[config.mk]
export PLATFORM = sky130hd
export DESIGN_NAME = game_state_ctrl
export DESIGN_NICKNAME = d
export VERILOG_FILES = /design/src/rtl/game_state_ctrl.sv
export SDC_FILE = /design/constraint.sdc
export NUM_CORES = 1
export LEC_CHECK = 0
export ABC_CLOCK_PERIOD_IN_PS = 2400
export CORE_AREA = 5 5 86 88
export CTS_BUF_LIST = sky130_fd_sc_hd__clkbuf_4 sky130_fd_sc_hd__clkbuf_8
export CTS_CLUSTER_SIZE = 28
export DETAILED_ROUTE_END_ITERATION = 10
export DIE_AREA = 0 0 91 93
export PLACE_DENSITY = 0.49
export REMOVE_ABC_BUFFERS = 1
export SLEW_MARGIN = 10
export SYNTH_ARGS = -nofsm -noshare
export SYNTH_HDL_FRONTEND = slang
export SYNTH_SLANG_ARGS = --single-unit
[constraint.sdc]
create_clock -name clk -period 2.4 [get_ports clk]
set_input_delay 0.48 -clock clk [delete_from_list [all_inputs] [get_ports clk]]
set_output_delay 0.48 -clock clk [all_outputs]
set_load 0.01 [all_outputs]
[src/rtl/game_state_ctrl.sv]
// Game flow controller: menu, play, hit (invulnerable), won and lost screens.
// Tracks lives and the frames-survived score. All outputs come straight from flops.
module game_state_ctrl #(
   parameter int WIN_TIME    = 200,
   parameter int LIVES       = 3,
   parameter int HOLD_FRAMES = 60
) (
   input  logic        clk,
   input  logic        reset,
   input  logic        frame_tick,
   input  logic        start_btn,
   input  logic        collision,
   input  logic [10:0] game_time,
   output logic        menuScreen,
   output logic        playerWon,
   output logic        playerLost,
   output logic        invuln,
   output logic [1:0]  lives,
   output logic [15:0] score
);

   typedef enum logic [2:0] {
      S_MENU = 3'd0,
      S_PLAY = 3'd1,
      S_HIT  = 3'd2,
      S_WON  = 3'd3,
      S_LOST = 3'd4
   } state_t;

   localparam logic [10:0] WIN_T      = 11'(WIN_TIME);
   localparam logic [1:0]  LIVES_INIT = 2'(LIVES);
   localparam logic [7:0]  HOLD_LAST  = 8'(HOLD_FRAMES - 1);

   state_t      state_q, state_d;
   logic [1:0]  lives_q, lives_d;
   logic [15:0] score_q, score_d;
   logic [7:0]  hold_q, hold_d;
   logic        start_q, start_d;
   logic        menu_q, menu_d;
   logic        won_q, won_d;
   logic        lost_q, lost_d;
   logic        inv_q, inv_d;
   logic        start_rise;
   logic        win_hit;
   logic        hold_done;

   assign start_rise = start_btn & ~start_q;
   assign win_hit    = (game_time == WIN_T);
   assign hold_done  = frame_tick && (hold_q == HOLD_LAST);

   // Next-state, counters and registered Moore flags decoded from the next state
   always_comb begin
      state_d = state_q;
      lives_d = lives_q;
      score_d = score_q;
      hold_d  = hold_q;
      start_d = start_btn;

      // Frames survived while the player is on the field; saturates
      if (frame_tick && (state_q == S_PLAY || state_q == S_HIT) && score_q != 16'hFFFF)
         score_d = score_q + 16'd1;

      case (state_q)
         S_MENU: begin
            if (start_rise) begin
               state_d = S_PLAY;
               lives_d = LIVES_INIT;
               score_d = '0;
               hold_d  = '0;
            end
         end
         S_PLAY: begin
            // Collision wins over level completion in the same clk
            if (collision) begin
               hold_d = '0;
               if (lives_q <= 2'd1) begin
                  state_d = S_LOST;
                  lives_d = '0;
               end else begin
                  state_d = S_HIT;
                  lives_d = lives_q - 2'd1;
               end
            end else if (win_hit) begin
               state_d = S_WON;
               hold_d  = '0;
            end
         end
         S_HIT: begin
            // Collisions ignored; finishing the level while invulnerable still counts
            if (win_hit) begin
               state_d = S_WON;
               hold_d  = '0;
            end else if (hold_done) begin
               state_d = S_PLAY;
               hold_d  = '0;
            end else if (frame_tick) begin
               hold_d = hold_q + 8'd1;
            end
         end
         S_WON, S_LOST: begin
            if (start_rise || hold_done) begin
               state_d = S_MENU;
               hold_d  = '0;
            end else if (frame_tick) begin
               hold_d = hold_q + 8'd1;
            end
         end
         default: begin
            state_d = S_MENU;
            hold_d  = '0;
         end
      endcase

      menu_d = (state_d == S_MENU);
      won_d  = (state_d == S_WON);
      lost_d = (state_d == S_LOST);
      inv_d  = (state_d == S_HIT);
   end

   // State, counters and output flags; reset forces the menu screen immediately
   always_ff @(posedge clk or posedge reset) begin
      if (reset) begin
         state_q <= S_MENU;
         lives_q <= LIVES_INIT;
         score_q <= '0;
         hold_q  <= '0;
         start_q <= 1'b0;
         menu_q  <= 1'b1;
         won_q   <= 1'b0;
         lost_q  <= 1'b0;
         inv_q   <= 1'b0;
      end else begin
         state_q <= state_d;
         lives_q <= lives_d;
         score_q <= score_d;
         hold_q  <= hold_d;
         start_q <= start_d;
         menu_q  <= menu_d;
         won_q   <= won_d;
         lost_q  <= lost_d;
         inv_q   <= inv_d;
      end
   end

   assign menuScreen = menu_q;
   assign playerWon  = won_q;
   assign playerLost = lost_q;
   assign invuln     = inv_q;
   assign lives      = lives_q;
   assign score      = score_q;

endmodule

==> results.py <==
metrics = {
    "run_status": {
        "status": "completed",
    },
    "placement": {
        "dpl.hpwl_mm": 3.19,
        "portBuffers": 37,
        "gp_congestion": 0.772,
    },
    "pwr": {
        "fin_total_pwr_mw": 1.96,
        "p_per_area_nw_per_um2": 803,
        "p_leak_nw": 1.00,
        "vdd_drop_max_v": 0.000375,
    },
    "synthesis": {
        "synth_top_family_by_area": "simple AND/OR/NAND/NOR gates",
        "synth_top_area_frac": 0.412,
        "synth_area_per_cell_sq_um": 9.42,
        "ys_top_cells_by_area": "dfrtp_1, nand2_1, dfstp_2",
        "synth_fa_ha_area_frac": 0.0133,
        "synth-compound-area-share": 0.110,
        "synth-seq-cells": 34,
        "synth_xor_area_frac": 0.0558,
        "synthMuxAreaShare": 0.0212,
        "yosys_warnings": 0,
        "synth_edf_count": 0,
        "synth_top_flop_cell": "dfrtp_1",
        "synth.cell_area_sq_um": 1880,
        "ys_types": 48,
        "yosys.area_share.simple": 0.321,
        "async_flop_share": 1.00,
        "synth.largest_area_cell": "dfrtp_1",
        "netlist_instances": 200,
        "synth-seq-area-share": 0.454,
    },
    "min_path": {
        "min_to": "lives[1]$_DFFE_PP1P_",
        "holdPathStages": 2,
        "hp-class": "reg -> reg",
        "min-delay-start": "lives[1]$_DFFE_PP1P_",
    },
    "grt": {
        "grt_pass1_wl_mm": 7.50,
        "grt_pass1_vias": 1687,
        "overflow": 0,
        "grtUsageTotal": 0.106,
        "antenna_found_initial": 0,
        "grt_max_degree": 35,
    },
    "critical_path": {
        "worstReg2RegEnd": "score[3]$_DFF_PP0_",
        "cp.arrival_ps": 2230,
        "worstPathCellList": "ha_1, nand4_1, nor4_4, nor2_1, nand3_1, mux2i_1",
        "r2r_cells": 6,
        "timing.rr.start": "score[0]$_DFF_PP0_",
        "path_max_fanout": 7,
        "reg2reg_slack_ps": 370,
        "critPathLaunchType": "flop",
        "path_delay_family": "simple AND/OR/NAND/NOR gates",
        "required_ps": 2600,
        "slowest_delay_ps": 520,
        "worst_path_max_delay_cell": "nor4_4",
        "endpoint_kind": "flop",
        "critPathBufInv": 0,
        "worst-setup-path-type": "reg -> reg",
    },
    "clock_network": {
        "numCtsBuffers": 5,
        "hold_buffers": 0,
        "tritoncts": "built",
        "clk_pin_slew_ps": 70,
        "cts_sinks": 34,
        "ctsResizeCount": 0,
        "cts_setup_buffers": 0,
        "clkLatencyLatePin_ps": 280,
        "clockBufferDepth": 2,
        "htreeDepth": 2,
        "clockRootBuffer": "clkbuf_8",
    },
    "drt": {
        "vias": 1639,
        "drtPass1Iterations": 5,
        "drc": 0,
        "drtIter0Drc": 51,
        "wl_mm": 4.30,
        "ant_nets": 0,
        "vias_per_cell": 5.07,
        "wl_per_cell_um": 13.3,
    },
    "timing": {
        "timing.slew.headroom": 0.640,
        "holdWs_ps": 511,
        "fmax_mhz": 492,
        "finalHoldViolations": 0,
        "finalMaxSlewViolations": 0,
        "setup-violations-final": 0,
        "setup_tns_ps": 0,
        "clock_skew_ps": 8.52,
        "period_needed_ps": 2030,
        "rsz0062_at_grt": "no",
        "worst_pin_slew_ps": 540,
        "min_period_over_period": 0.848,
    },
    "die": {
        "start_util": 0.287,
        "rows": 30,
        "boundaryPins": 38,
        "dieHeight_um": 93,
        "die_w_um": 91,
        "design.die.area_sq_um": 8460,
        "core_area_sq_um": 6570,
    },
    "layout": {
        "fin_nets": 260,
        "drive_above_1_share": 0.107,
        "n_antenna_cell": 0,
        "fillers": 684,
        "area_growth_pct": 29.8,
    },
    "run": {
        "cap_violations": 0,
    },
}
==> cells by family after synthesis <==
| group | count (synthesis) |
|---|---|
| flip-flops | 34 |
| multiplexers | 4 |
| adder cells (fa/ha/maj) | 2 |
| buffers and inverters | 10 |
| AND/OR/NAND/NOR | 106 |
| AO/OA/AOI/OAI | 32 |
| XOR/XNOR | 12 |
==> routing by layer <==
| metal | GRT usage | wire length, um |
|---|---|---|
| met1 | 0.125 | 1920 |
| met2 | 0.183 | 2060 |
| met3 | 0.0346 | 282 |
| met4 | 0.0330 | 40 |
| met5 | 0 | 0 |
==> stage by stage <==
step / util / cell area (sq um) / instances / setup WS, ps
floorplan: - / 1850 / 194 / 322
global placement: 0.359 / 2360 / 315 / 141
detailed placement: 0.359 / 2360 / 315 / 77.5
CTS: 0.372 / 2450 / 323 / 360
global route: 0.372 / 2450 / 323 / 135
finish: 0.372 / 2450 / 323 / 366
==> cell usage in the layout (no fill, tap or decap), types with 7 or more instances in the layout <==
master / Yosys / routed
nand2_1: 23 / 23
nand3_1: 12 / 12
a31oi_1: 7 / 7
o21ai_0: 7 / 7
nand4_1: 8 / 8
a21oi_1: 7 / 7
nor2_1: 19 / 19
clkdlybuf4s50_1: 0 / 37
xnor2_1: 9 / 9
dfrtp_1: 31 / 31
==> final cells by class <==
type	count	area [sq um]	share of cell area
timing repair buffer	41	400	0.164
inverter	4	15.0	0.00614
multi-input combinational	156	990	0.405
tap	80	100	0.0409
clock buffer	6	76.3	0.0312
clock inverter	2	10.0	0.00409
sequential	34	855	0.349
==> registers in the layout (all words and copies together), names as in the netlist <==
name        cells
playerWon       1
menuScreen      1
state_q         3
hold_q          8
start_q         1
score          16
invuln          1
playerLost      1
lives           2
==> synthesized netlist by cell type (4+ instances only) <==
cell and n:
a21oi_1 7, a31oi_1 7, and3_1 4, buf_2 4, dfrtp_1 31, inv_1 4, mux2i_1 4, nand2_1 23
nand2b_1 4, nand3_1 12, nand4_1 8, nor2_1 19, nor3_1 5, nor4_1 6, o21ai_0 7, xnor2_1 9
==> worst max-delay path by stage <==
stage                             startpoint                    end  cells past startpoint
after floorplan                    start_btn       invuln$_DFF_PP0_                      5
after global placement            frame_tick    score[14]$_DFF_PP0_                      6
after detailed placement       game_time[10]  hold_q[6]$_DFFE_PP0P_                      6
after CTS                 score[0]$_DFF_PP0_     score[3]$_DFF_PP0_                      6
after global routing      score[0]$_DFF_PP0_     score[3]$_DFF_PP0_                      6
final                     score[0]$_DFF_PP0_     score[3]$_DFF_PP0_                      6
==> report_power, final <==
group / switching, mW / total (mW) / leakage (nW) / internal, mW
logic: 0.363 / 0.707 / 0.502 / 0.343
registers: 0.143 / 0.843 / 0.451 / 0.700
clock network: 0.202 / 0.414 / 0.0484 / 0.212
total: 0.709 / 1.96 / 1.00 / 1.26
==> worst min-delay path, stage by stage (launching register included) <==
cell and delay (ps):
dfstp_2 390, o21ai_0 70, nand2_1 60
No activity file was read; power rests on OpenSTA's default activity.
